===== src/rtl/fx68k_pkg.sv =====
// Shared types for the fx68k prefetch queue: queue entry layout and fetch FSM states.
package fx68k_pkg;

    typedef struct packed {
        logic        berr;
        logic [15:0] data;
    } s_pfq_entry;

    localparam int PFQ_MAX_DEPTH = 8;

    typedef enum logic [1:0] {
        PFQ_IDLE,
        PFQ_REQ,
        PFQ_DROP
    } e_pfq_fetch;

endpackage


===== src/rtl/fx68k_pfq_fetch.sv =====
// Prefetch fetch controller: one outstanding word request, address incrementer, flush drop.
// Latency: request issued 1 enabled cycle after space appears; chains straight into the next request on ack.
// Backpressure: no request is issued unless the top reports a reserved free slot (i_fetch_ok).
module fx68k_pfq_fetch
    import fx68k_pkg::*;
#(
    parameter int ADDR_W = 24
) (
    input  logic              clk,
    input  logic              extReset,
    input  logic              enPhi2,
    input  logic              i_pcLoad,
    input  logic [ADDR_W-1:0] i_pcLoadAddr,
    input  logic              i_fetch_ok,
    input  logic              i_busAck,
    input  logic              i_busErr,
    output logic              o_fetchReq,
    output logic [ADDR_W-1:0] o_fetchAddr,
    output logic              o_push
);

    e_pfq_fetch        r_state;
    logic [ADDR_W-1:0] r_addr;
    logic              w_resp;
    logic [ADDR_W-1:0] w_load_addr;

    assign w_resp      = i_busAck || i_busErr;
    assign w_load_addr = i_pcLoadAddr & ~ADDR_W'(1);
    assign o_fetchReq  = (r_state == PFQ_REQ);
    assign o_fetchAddr = r_addr;
    assign o_push      = (r_state == PFQ_REQ) && w_resp && !i_pcLoad;

    always_ff @(posedge clk or posedge extReset) begin
        if (extReset) begin
            r_state <= PFQ_IDLE;
            r_addr  <= '0;
        end else if (enPhi2) begin
            case (r_state)
                PFQ_IDLE: begin
                    if (i_pcLoad)
                        r_addr <= w_load_addr;
                    else if (i_fetch_ok)
                        r_state <= PFQ_REQ;
                end
                PFQ_REQ: begin
                    if (i_pcLoad) begin
                        // A response landing with the flush is simply dropped.
                        r_addr  <= w_load_addr;
                        r_state <= w_resp ? PFQ_IDLE : PFQ_DROP;
                    end else if (w_resp) begin
                        r_addr  <= r_addr + ADDR_W'(2);
                        r_state <= i_fetch_ok ? PFQ_REQ : PFQ_IDLE;
                    end
                end
                PFQ_DROP: begin
                    if (i_pcLoad)
                        r_addr <= w_load_addr;
                    if (w_resp)
                        r_state <= PFQ_IDLE;
                end
                default: r_state <= PFQ_IDLE;
            endcase
        end
    end

endmodule


===== src/rtl/fx68k_prefetch_queue.sv =====
// DEPTH-word instruction prefetch FIFO with per-word bus-error flag; loop replay with FX68K_PFQ_LOOP_EN.
// Latency: first-word fall-through, head visible 1 enabled cycle after busAck.
// Backpressure: fetches stop when count plus the in-flight word would exceed DEPTH; pop on empty is ignored.
module fx68k_prefetch_queue
    import fx68k_pkg::*;
#(
    parameter int DEPTH  = 2,
    parameter int ADDR_W = 24
) (
    input  logic                       clk,
    input  logic                       extReset,
    input  logic                       enPhi2,
    input  logic                       pcLoad,
    input  logic [ADDR_W-1:0]          pcLoadAddr,
    output logic                       fetchReq,
    output logic [ADDR_W-1:0]          fetchAddr,
    input  logic                       busAck,
    input  logic                       busErr,
    input  logic [15:0]                busData,
    input  logic                       pop,
    output logic                       popValid,
    output logic [15:0]                popWord,
    output logic                       popBerr,
    output logic [$clog2(DEPTH+1)-1:0] count
`ifdef FX68K_PFQ_LOOP_EN
    ,
    input  logic                       loopStart,
    input  logic                       loopExit,
    input  logic [2:0]                 loopLen,
    output logic                       loopActive,
    output logic                       loopErr
`endif
);

    localparam int            PW      = $clog2(DEPTH);
    localparam int            CW      = $clog2(DEPTH + 1);
    localparam logic [CW:0]   L_DEPTH = (CW + 1)'(DEPTH);
    localparam logic [PW-1:0] L_LAST  = PW'(DEPTH - 1);

    s_pfq_entry    r_mem [DEPTH];
    logic [PW-1:0] r_rd;
    logic [PW-1:0] r_wr;
    logic [CW-1:0] r_count;
    s_pfq_entry    w_head;
    logic          w_push;
    logic          w_pop_eff;
    logic          w_pop_dec;
    logic          w_pop_blk;
    logic          w_loop_hold;
    logic          w_fetch_ok;

    function automatic logic [PW-1:0] f_inc(input logic [PW-1:0] p);
        return (p == L_LAST) ? '0 : p + 1'b1;
    endfunction

`ifdef FX68K_PFQ_LOOP_EN
    logic          r_loop_act;
    logic          r_loop_err;
    logic [PW-1:0] r_base;
    logic [2:0]    r_len;
    logic [2:0]    r_lcnt;
    logic          w_loop_go;
    logic          w_loop_exit;
    logic [3:0]    w_sum;
    logic [PW-1:0] w_rd_exit;

    assign w_loop_go   = loopStart && !r_loop_act && (loopLen != 3'd0)
                         && ({1'b0, loopLen} <= 4'(r_count));
    assign w_loop_exit = r_loop_act && loopExit;
    assign w_pop_blk   = w_loop_go || w_loop_exit;
    assign w_loop_hold = r_loop_act;
    assign w_pop_dec   = w_pop_eff && !r_loop_act;
    assign w_sum       = 4'(r_base) + {1'b0, r_len};
    assign w_rd_exit   = (w_sum >= 4'(DEPTH)) ? PW'(w_sum - 4'(DEPTH)) : PW'(w_sum);
    assign loopActive  = r_loop_act;
    assign loopErr     = r_loop_err;
`else
    assign w_pop_blk   = 1'b0;
    assign w_loop_hold = 1'b0;
    assign w_pop_dec   = w_pop_eff;
`endif

    assign w_head    = r_mem[r_rd];
    assign popValid  = (r_count != '0);
    assign popWord   = popValid ? w_head.data : 16'h0000;
    assign popBerr   = popValid && w_head.berr;
    assign count     = r_count;
    assign w_pop_eff = pop && popValid && !pcLoad && !w_pop_blk;
    // A pop in this cycle frees a slot the next request may claim.
    assign w_fetch_ok = !w_loop_hold
                        && (({1'b0, r_count} + (CW + 1)'(w_push)) < (L_DEPTH + (CW + 1)'(w_pop_dec)));

    fx68k_pfq_fetch #(.ADDR_W(ADDR_W)) u_fetch (
        .clk          (clk),
        .extReset     (extReset),
        .enPhi2       (enPhi2),
        .i_pcLoad     (pcLoad),
        .i_pcLoadAddr (pcLoadAddr),
        .i_fetch_ok   (w_fetch_ok),
        .i_busAck     (busAck),
        .i_busErr     (busErr),
        .o_fetchReq   (fetchReq),
        .o_fetchAddr  (fetchAddr),
        .o_push       (w_push)
    );

    always_ff @(posedge clk) begin
        if (enPhi2 && w_push)
            r_mem[r_wr] <= '{berr: busErr, data: busData};
    end

    always_ff @(posedge clk or posedge extReset) begin
        if (extReset) begin
            r_rd    <= '0;
            r_wr    <= '0;
            r_count <= '0;
`ifdef FX68K_PFQ_LOOP_EN
            r_loop_act <= 1'b0;
            r_loop_err <= 1'b0;
            r_base     <= '0;
            r_len      <= '0;
            r_lcnt     <= '0;
`endif
        end else if (enPhi2) begin
            if (pcLoad) begin
                r_rd    <= '0;
                r_wr    <= '0;
                r_count <= '0;
`ifdef FX68K_PFQ_LOOP_EN
                r_loop_act <= 1'b0;
                r_loop_err <= 1'b0;
                r_lcnt     <= '0;
`endif
            end else begin
                if (w_push)
                    r_wr <= f_inc(r_wr);
`ifdef FX68K_PFQ_LOOP_EN
                r_loop_err <= loopStart && !r_loop_act && !w_loop_go;
                if (w_loop_exit) begin
                    // Resume normal flow just past the loop body.
                    r_loop_act <= 1'b0;
                    r_rd       <= w_rd_exit;
                    r_count    <= r_count - CW'(r_len) + CW'(w_push);
                end else begin
                    if (w_loop_go) begin
                        r_loop_act <= 1'b1;
                        r_base     <= r_rd;
                        r_len      <= loopLen;
                        r_lcnt     <= '0;
                    end
                    if (w_pop_eff) begin
                        if (!r_loop_act) begin
                            r_rd <= f_inc(r_rd);
                        end else if (r_lcnt == r_len - 3'd1) begin
                            r_rd   <= r_base;
                            r_lcnt <= '0;
                        end else begin
                            r_rd   <= f_inc(r_rd);
                            r_lcnt <= r_lcnt + 3'd1;
                        end
                    end
                    r_count <= r_count + CW'(w_push) - CW'(w_pop_dec);
                end
`else
                if (w_pop_eff)
                    r_rd <= f_inc(r_rd);
                r_count <= r_count + CW'(w_push) - CW'(w_pop_dec);
`endif
            end
        end
    end

endmodule

===== config.mk =====
export PLATFORM = sky130hd
export DESIGN_NAME = fx68k_prefetch_queue
export DESIGN_NICKNAME = d
export VERILOG_FILES = /design/src/rtl/fx68k_pkg.sv /design/src/rtl/fx68k_pfq_fetch.sv /design/src/rtl/fx68k_prefetch_queue.sv
export SDC_FILE = /design/constraint.sdc
export NUM_CORES = 1
export LEC_CHECK = 0
export BUFFER_PORTS_ARGS = -buffer_cell sky130_fd_sc_hd__buf_2
export CORE_MARGIN = 2
export CORE_UTILIZATION = 52
export DETAILED_ROUTE_END_ITERATION = 16
export PLACE_DENSITY_LB_ADDON = 0.2
export SYNTH_ARGS = -nofsm -noshare
export SYNTH_HDL_FRONTEND = slang
export SYNTH_SLANG_ARGS = --single-unit

===== constraint.sdc =====
create_clock -name clk -period 3.3 [get_ports clk]
set_clock_uncertainty 0.05 [all_clocks]
set_input_delay 0.33 -clock clk [delete_from_list [all_inputs] [get_ports clk]]
set_output_delay 0.33 -clock clk [all_outputs]
set_load 0.005 [all_outputs]

==> results.tsv, run 1 <==
metric	value	unit
outcome	finished clean	
die height	82.2	microns
power per cell area	592	mW/mm^2
vias post-DR	2726	
Seq/Total Area, Yosys	54.9	%
maximum vdd drop	0.368	mV
hpwl dp	4890	microns
area of the core	0.00592	sq mm
CP Launch Type	flip-flop	
Hold Path Class	input pin to asynchronous set/reset pin	
mux cell area share after synthesis	5.66	%
worst path required time	3470	ps
Sink Count	63	
post-synth top area cell	edfxtp_1	
setup TNS	0	ps
Final Max Slew Viols	0	
Arrival @ worst endpoint	2400	ps
final hold violations	0	
ant diodes	0	
synth top area cells	edfxtp_1 (32%), dfrtp_1 (23%), mux2i_1 (5.7%)	
final critical-path share of the clock period	67.7	%
ys async rst share	46.0	%
vias per cell	5.74	
placed inst area	0.00371	sq mm
RSZ-0062 raised after global routing	false	
syn_area_per_cell	10.4	sq um
CP Capture Type	flip-flop	
top cell type's share of synthesized area	32.1	%
Routed Antenna Nets	0	
GP Congestion	0.849	
largest family of logic cells by synthesized area	compound AO/OA/AOI/OAI gates	
Mapped Cells	307	
CTS max path bufs	2	
Global Route Usage Sum	22.0	%
Synth Flop Type	edfxtp_1	
Design Area, Final	0.00392	sq mm
Pre-antenna DRT Iters	4	
DR iter-0 viols	226	
largest fanout on the critical path	6	
final setup fails	0	
initial antenna violation count	0	
Setup Fix Bufs, Post-CTS	0	
Pleak	1.65	nW
Area growth syn-to-layout	23.2	%
Post-Syn Area	0.00318	sq mm
fraction of layout cells with a size suffix above 1	29.5	%
pre-CTS WS	1080	ps
PnR worst setup slack	1070	ps
grt total ovfl	0	
I/O Pins	92	
first-pass GRT wire length	11400	microns
Reg clk slew, reported paths	70	ps
adder-cell area share of the yosys netlist	1.97	%
most common cell in the netlist	nor2_1	
largest net degree at the start of global routing	33	
fin crit period	2230	ps
Synth Area in XOR/XNOR	0.275	%
EDFF count, synth	34	
max cap viols	0	
Synth cell types	48	
post-synth net total	359	
Total Power	2.32	mW
total number of yosys warnings	0	
CTS tree	built	
Synth Register Bits	63	
worst-skew pair later-pin latency	330	ps
H-Tree Depth	3	
post-synthesis simple-gate area fraction	16.2	%
Slew HR	36.4	%
f_max	448	MHz
wire length per cell	15.3	microns
Compound-Gate Fraction of Synth Area	17.0	%
Rows	28	
Die X	82.2	microns
final-stage net count	447	
root buf cell	clkbuf_8	
Die Area	0.00676	sq mm
buffers added on ports	89	
Initial Util	53.7	%
Hold-fix buffers, CTS	0	
Slew @ Worst Pin	954	ps
Post-CTS Resized	0	
drc violations	0	
CTS Buf Count	9	
Synth top cells by count	nor2_1 (36), edfxtp_1 (34), dfrtp_1 (29)	
drt total wl	7250	microns
vias in the first global route	2488	
hold_ws	13.9	ps
Worst Setup Path Type	flip-flop to flip-flop	
final cells by class:
| type | count | area [sq um] |
|---|---|---|
| inverters | 11 | 41.3 |
| repair buffers | 97 | 505 |
| fillers | 471 | 2000 |
| multi-input cells | 213 | 1320 |
| clock buffers | 10 | 128 |
| well taps | 75 | 93.8 |
| flip-flops and latches | 63 | 1750 |
| clock inverters | 6 | 85.1 |
power breakdown:
group	internal, mW	switching, mW
clock network	0.423	0.298
logic	0.248	0.289
registers	0.922	0.140
metrics by stage:
step	util, %	std cells
after floorplan	-	307
after detailed placement	62.6	459
final	66.2	475
after global placement	62.6	459
after global routing	66.2	475
after CTS	66.2	475
sequential cells by signal, indices dropped and copies added (netlist names):
signal and count:
r_wr 1, r_rd 1, u_fetch.o_fetchAddr 23, r_mem 34
u_fetch.r_state 2, count 2
worst max-delay path, cell delays in order, from the launching register on:
cell and delay [ps]:
dfrtp_1 400, nand2b_1 250, nor3_1 340, inv_1 80, ha_1 290, inv_1 50, ha_1 150, xor2_1 180
o21ai_0 100, a22o_1 230
per-layer routing:
layer	global-route usage (%)	up-vias	wire [microns]
li1	-	1336	-
met1	28.0	1275	3130
met2	36.2	105	3520
met3	6.20	10	504
met4	7.50	0	99
met5	0	-	0
path summary, 6_finish.rpt:
check | end | from | cells after the start | slack, ps
min reg2reg | r_wr | r_wr | 1 | 480
max reg2reg | count[1] | u_fetch.r_state[1] | 9 | 1070
min | u_fetch.r_state[0] | extReset | 3 | 10
min in group clk | r_mem[0][13] | busData[13] | 1 | 140
max | count[1] | u_fetch.r_state[1] | 9 | 1070
max in group asynchronous | u_fetch.o_fetchAddr[23] | extReset | 3 | 2900
cell families after synthesis:
kind of cell | Yosys count
mux | 18
fa+ha+maj | 5
compound gates | 83
xor+xnor | 1
simple gates | 105
other cells | 1
buf+inv | 31
flops | 63
cells in the final DEF (no fill, tap or decap), types with 2 or more instances in the layout:
master      count
nor4_1          4
nand3_1        13
a2bb2oi_1       4
buf_2          89
clkbuf_8        9
a21oi_1        20
and3_1          3
a31o_2          2
nand2b_1        3
o21ai_0        18
edfxtp_1       34
and2_1          2
o32ai_1         3
buf_4           8
a22oi_1         3
a311oi_1        2
o31ai_1         4
nor2_1         36
o22ai_1         8
clkinv_2        2
o2bb2ai_1       2
or4_1           2
bufinv_16       2
inv_1          11
clkinvlp_4      2
and4_1          2
nand4_1         8
mux2i_1        18
ha_1            5
o211ai_1        2
nand2_1        20
dfrtp_1        29
nor3_1          4
a211oi_1        7
Note: power is estimated with default switching activity, not from simulation.
==> inputs of run 2 (changes only) <==
ABC_AREA = 1   (was unset)
CORE_UTILIZATION = 48   (was 52)
clock period = 2 ns   (was 3.3 ns; I/O delays follow)
==> results.tsv, run 2 <==
metric	value	unit	change
Initial Util	49.3	%	-4.4 points
Sink Count	63		unchanged
CTS tree	built		
CP cell instances	inv_1 -> nand2_1 -> nor2_2 -> nand2_1 -> ha_1 -> inv_1 -> ha_1 -> xor2_1 -> o31ai_1		
f_max	554	MHz	+24%
root buf cell	clkbuf_8		
largest fanout on the critical path	3		-3
vias post-DR	3138		+15%
power per cell area	873	mW/mm^2	+47%
vias per cell	5.00		-13%
Synth cell types	37		-23%
area taken by multi-input logic gates	0.00156	sq mm	+18%
Synth Flop Type	edfxtp_1		
most common cell in the netlist	nand2_1		
CTS max path bufs	2		unchanged
Largest register FFs	34		unchanged
CP max-delay cell	dfrtp_1		
most common cell after layout, fill and taps aside	nand2_1		
maximum vdd drop	0.495	mV	+35%
fin crit period	1800	ps	-430 ps
DR iter-0 viols	110		-51%
Critical Path Max Stage Delay	390	ps	about the same
final setup fails	0		unchanged
area of the core	0.00718	sq mm	+21%
Hold Path Class	input pin to flip-flop		
internal power	2.49	mW	+56%
Post-Syn Area	0.00354	sq mm	+11%
outcome	finished clean		
Routed Antenna Nets	0		unchanged
Setup Fix Bufs, Post-CTS	0		unchanged
largest delay contributor family on the critical path	adder cells		
hold_ws	9.71	ps	-4.20 ps
CP Launch Type	flip-flop		
wire length per cell	13.0	microns	-15%
pre-CTS WS	163	ps	-916 ps
GP Congestion	0.852		+0.31%
Reg clk slew, reported paths	70	ps	about the same
Arrival @ worst endpoint	2000	ps	-400 ps
synth top area cells	edfxtp_1 (29%), dfrtp_1 (21%), nand2_1 (13%)		
Die X	89.8	microns	+9.3%
Die Area	0.00807	sq mm	+19%
Area growth syn-to-layout	22.1	%	
Final Max Slew Viols	0		unchanged
total number of yosys warnings	0		unchanged
cells on worst reg2reg path	9		unchanged
clock share of power	28.0	%	-3.1 points
worst path required time	2200	ps	-1270 ps
critical path depth	9		unchanged
ys async rst share	46.0	%	unchanged
grt total ovfl	0		unchanged
fillcell total	653		+39%
R2R setup slack	200	ps	-870 ps
Global Route Usage Sum	21.3	%	-0.70 points
CP Capture Type	flip-flop		
CP Buf/Inv Count	2		unchanged
Synth Register Bits	63		unchanged
ant diodes	0		unchanged
max cap viols	0		unchanged
RSZ-0062 raised after global routing	false		
Mapped Cells	423		+38%
Seq/Total Area, Yosys	49.4	%	-5.5 points
Slew HR	63.1	%	+27 points
Pre-antenna DRT Iters	4		unchanged
post-synth net total	475		+32%
Synth top cells by count	nand2_1 (126), nor2_1 (51), edfxtp_1 (34)		
most frequent cells in the layout	nand2_1 (126), buf_2 (89), nor2_1 (50)		
final-stage net count	575		+29%
post-synth top area cell	edfxtp_1		
Rows	31		+11%
Slew @ Worst Pin	551	ps	-404 ps
final hold violations	0		unchanged
worst setup path startpoint	u_fetch.r_state[1]		
EDFF count, synth	34		unchanged
CTS Buf Count	9		unchanged
hpwl dp	5760	microns	+18%
Worst Setup Path Type	flip-flop to flip-flop		
Worst Setup EP	count[1]		
worst-skew pair later-pin latency	340	ps	about the same
Comb power frac	25.5	%	+2.3 points
largest net degree at the start of global routing	31		-6.1%
worst r2r src	u_fetch.r_state[1]		
Pleak	1.94	nW	+18%
sequential share of power	46.5	%	+0.7 points
first-pass GRT wire length	14000	microns	+23%
syn_area_per_cell	8.36	sq um	-19%
Biggest register	r_mem		
top cell type's share of synthesized area	28.9	%	-3.2 points
H-Tree Depth	3		unchanged
buffers added on ports	89		unchanged
drc violations	0		unchanged
NetSw	1.28	mW	+76%
PnR worst setup slack	196	ps	-870 ps
final critical-path share of the clock period	90.2	%	+23 points
Seq. cell area	0.00175	sq mm	unchanged
die height	89.8	microns	+9.3%
fraction of layout cells with a size suffix above 1	28.8	%	-0.71 points
vias in the first global route	3044		+22%
I/O Pins	92		unchanged
drt total wl	8150	microns	+12%
initial antenna violation count	0		unchanged
switching part of the total	33.9	%	+2.6 points
setup TNS	0	ps	unchanged
Crit Reg-Reg Endpoint	count[1]		
[run 2: worst register-to-register path, cell delays in order, from the launching register on]
cell,delay (ps)
dfrtp_1,390
inv_1,90
nand2_1,120
nor2_2,140
nand2_1,90
ha_1,280
inv_1,40
ha_1,170
xor2_1,160
o31ai_1,180
[run 2: final cells by class]
type                       count  area share [%]
clock inverter                 6            1.42
sequential                    63            40.5
multi-input combinational    313            36.1
tap                           99            2.87
inverter                      32            2.90
clock buffer                  10            2.96
timing repair buffer         104            13.3
[run 2: logic make-up after synthesis]
| logic type | count (synthesis) | synth area share, % |
|---|---|---|
| xor gates and xnor gates | 8 | 1.98 |
| buffers and inverters | 47 | 6.65 |
| AOI/OAI and AO/OA | 60 | 9.37 |
| other | 1 | 0.106 |
| adders and majority gates | 5 | 1.77 |
| DFF | 63 | 49.4 |
| and+or+nand+nor | 239 | 30.7 |
[run 2: power by group through the flow]
stage	Combinational [mW]	Clock, mW	Sequential (mW)
2_1_floorplan	0.613	0	1.73
3_3_place_gp	0.930	0	1.77
3_5_place_dp	0.952	0	1.77
4_1_cts	0.968	1.08	1.75
5_1_grt	1.10	1.13	1.78
6_report	0.960	1.06	1.75
[run 2: stage by stage]
step           instances  instance area [sq um]  utilization (%)  power [mW]
2_1_floorplan        423                   3540                -        2.34
3_3_place_gp         604                   4060             56.5        2.70
3_5_place_dp         604                   4060             56.5        2.73
4_1_cts              627                   4320             60.1        3.80
5_1_grt              627                   4320             60.2        4.00
6_report             627                   4320             60.2        3.77
[run 2: worst min path at each step]
stage | to | cells after the start | from
after floorplan | count[0] | 1 | extReset
after global placement | u_fetch.o_fetchAddr[3] | 3 | extReset
after detailed placement | u_fetch.o_fetchAddr[3] | 3 | extReset
after CTS | r_mem[0][3] | 1 | busData[3]
after global routing | r_mem[0][3] | 1 | busData[3]
final | r_mem[0][3] | 1 | busData[3]
[run 2: repair_timing]
item,CTS,global route
hold buffers,7,0
setup endpoints to repair,0,1
endpoints found under the hold margin,40,0
resized for setup,0,1
[run 2: routing by layer]
| layer | up-vias | global-route usage (%) | wire length [microns] |
|---|---|---|---|
| met5 | - | 0 | 0 |
| met4 | 0 | 7.31 | 128 |
| met3 | 13 | 3.69 | 462 |
| met2 | 102 | 36.7 | 3900 |
| met1 | 1440 | 27.4 | 3660 |
| li1 | 1583 | - | - |
==> inputs of run 3 (changes only) <==
SYNTH_HIERARCHICAL = 1   (was unset)
==> results.tsv, run 3 <==
metric	value	unit	change
outcome	finished clean		
Sink Count	63		unchanged
Post-Syn Area	0.00347	sq mm	-1.9%
final hold violations	0		unchanged
I/O Pins	92		unchanged
Initial Util	50.2	%	+0.92 points
vias in the first global route	2868		-5.8%
vias post-DR	3097		-1.3%
Synth cell types	35		-5.4%
top cell type's share of synthesized area	29.4	%	+0.57 points
fraction of layout cells with a size suffix above 1	26.4	%	-2.3 points
Final Max Slew Viols	0		unchanged
total number of yosys warnings	6		+6
most frequent cells in the layout	nand2_1 (139), buf_2 (89), nor2_1 (52)		
f_max	539	MHz	-2.8%
most common cell after layout, fill and taps aside	nand2_1		
Arrival @ worst endpoint	1610	ps	-390 ps
Pleak	1.98	nW	+2.0%
first-pass GRT wire length	12500	microns	-11%
largest fanout on the critical path	11		+8
grt total ovfl	0		unchanged
power per cell area	931	mW/mm^2	+6.6%
Synth Register Bits	63		unchanged
Biggest register	r_mem		
most common cell in the netlist	nand2_1		
RSZ-0062 raised after global routing	false		
Die X	89.0	microns	-0.93%
vias per cell	4.89		-2.2%
synth top area cells	edfxtp_1 (29%), dfrtp_1 (21%), nand2_1 (15%)		
Total Power	4.04	mW	+7.2%
largest delay contributor family on the critical path	flip-flops		
maximum vdd drop	0.468	mV	-5.5%
Post-CTS Resized	0		unchanged
DR iter-0 viols	136		+24%
largest net degree at the start of global routing	46		+48%
CTS tree	built		
area of the core	0.00691	sq mm	-3.7%
initial antenna violation count	0		unchanged
dpl cells	602		-0.33%
ant diodes	0		unchanged
hold_ws	20.8	ps	+11.1 ps
Pre-antenna DRT Iters	4		unchanged
fin cells	633		+0.96%
syn_area_per_cell	8.18	sq um	-2.2%
fin crit period	1860	ps	+51.7 ps
Hold Path Class	input pin to flip-flop		
CP Launch Type	flip-flop		
worst path required time	1750	ps	-450 ps
PnR worst setup slack	144	ps	-51.7 ps
CTS Buf Count	9		unchanged
Synth top cells by count	nand2_1 (139), nor2_1 (54), edfxtp_1 (34)		
root buf cell	clkbuf_8		
ys async rst share	46.0	%	unchanged
post-synth top area cell	edfxtp_1		
hpwl dp	5410	microns	-6.1%
Routed Antenna Nets	0		unchanged
Die Area	0.00792	sq mm	-1.9%
final-stage net count	584		+1.6%
Worst Setup Path Type	flip-flop to primary output		
Reg clk slew, reported paths	80	ps	about the same
CP max-delay cell	dfrtp_1		
CTS max path bufs	2		unchanged
EDFF count, synth	34		unchanged
drc violations	0		unchanged
Largest register FFs	34		unchanged
wire length per cell	12.5	microns	-3.7%
post-synth net total	476		+0.21%
drt total wl	7930	microns	-2.7%
buffers added on ports	89		unchanged
Seq/Total Area, Yosys	50.4	%	+0.98 points
fillcell total	637		-2.5%
final critical-path share of the clock period	92.8	%	+2.6 points
Design Area, Final	0.00434	sq mm	+0.58%
pre-CTS WS	225	ps	+61.6 ps
CP cell instances	buf_4 -> nand2_1 -> a21oi_1 -> buf_2		
max cap viols	0		unchanged
GP Congestion	0.820		-3.7%
final core area utilization	62.9	%	+2.7 points
H-Tree Depth	3		unchanged
worst-skew pair later-pin latency	340	ps	about the same
Global Route Usage Sum	20.6	%	-0.76 points
Rows	30		-3.2%
CP Capture Type	primary output		
Area growth syn-to-layout	25.2	%	
Critical Path Max Stage Delay	600	ps	+210 ps
final setup fails	0		unchanged
placed inst area	0.00400	sq mm	-1.4%
Synth Flop Type	edfxtp_1		
setup TNS	0	ps	unchanged
CP Buf/Inv Count	2		unchanged
die height	89.0	microns	-0.93%
Mapped Cells	424		+0.24%
==> run 3: cell types whose count changed in the layout (fill, tap and decap cells not counted), sizes merged, moves of 3 or more <==
cell	change
a21oi	+3
a22oi	+3
dlygate4sd3	+8
inv	+8
nand2	+11
nand3	+4
nor2	-13
o21ai	-7
xor2	-4
==> run 3: path summary, 6_finish.rpt <==
kind                                              start                 endpoint  slack, ps  cells past startpoint
worst max-delay path                               r_rd                  popBerr        140                      4
worst min-delay path                         busData[2]              r_mem[1][2]         20                      1
worst max register to register       u_fetch/r_state[1]       u_fetch/r_state[0]        200                      8
worst min register to register  u_fetch/o_fetchAddr[23]  u_fetch/o_fetchAddr[23]        490                      2
max in group asynchronous                      extReset   u_fetch/o_fetchAddr[2]       1200                      4
min in group asynchronous                      extReset                 count[1]        260                      3
==> run 3: timing repair <==
action | 4_1_cts | 5_1_grt
setup buffers | 0 | 0
endpoints found under the hold margin | 54 | 2
hold buffers | 14 | 1
==> run 3: where the power goes <==
group	total (mW)	internal (mW)	switching, mW
combinational	1.14	0.474	0.668
clock	1.10	0.574	0.522
sequential	1.80	1.55	0.252
==> run 3: cell families (layout without fill, tap and decap cells) <==
logic type,after synthesis,in the layout,synth area share [%]
XOR/XNOR,2,2,0.505
flip-flops,63,63,50.4
AND/OR/NAND/NOR,243,243,29.2
AO/OA/AOI/OAI,58,58,10.3
buffers and inverters,52,165,7.72
adder cells (fa/ha/maj),5,5,1.80
other,1,1,0.108
==> run 3: layout make-up <==
type	count	area [sq um]	share of cell area [%]
Clock inverter	7	71.3	1.64
Tap cell	96	120	2.77
Sequential cell	63	1750	40.2
Timing Repair Buffer	110	666	15.3
Multi-Input combinational cell	309	1460	33.6
Inverter	39	156	3.60
Clock buffer	9	124	2.85
==> run 3: worst register-to-register path, cell delays in order (launching register included) <==
cell,delay (ps)
dfrtp_1,380
inv_2,80
nand2_1,80
nor3_1,290
ha_1,220
ha_1,220
a21oi_1,160
nand3_1,90
o21ai_0,170
==> run 3: metal layers <==
metal  up-vias  GRT usage [%]  routed length (microns)
li1       1600              -                        -
met1      1409           23.8                     3470
met2        78           36.8                     3970
met3        10           5.17                      386
met4         0           7.60                      101
met5         -              0                        0
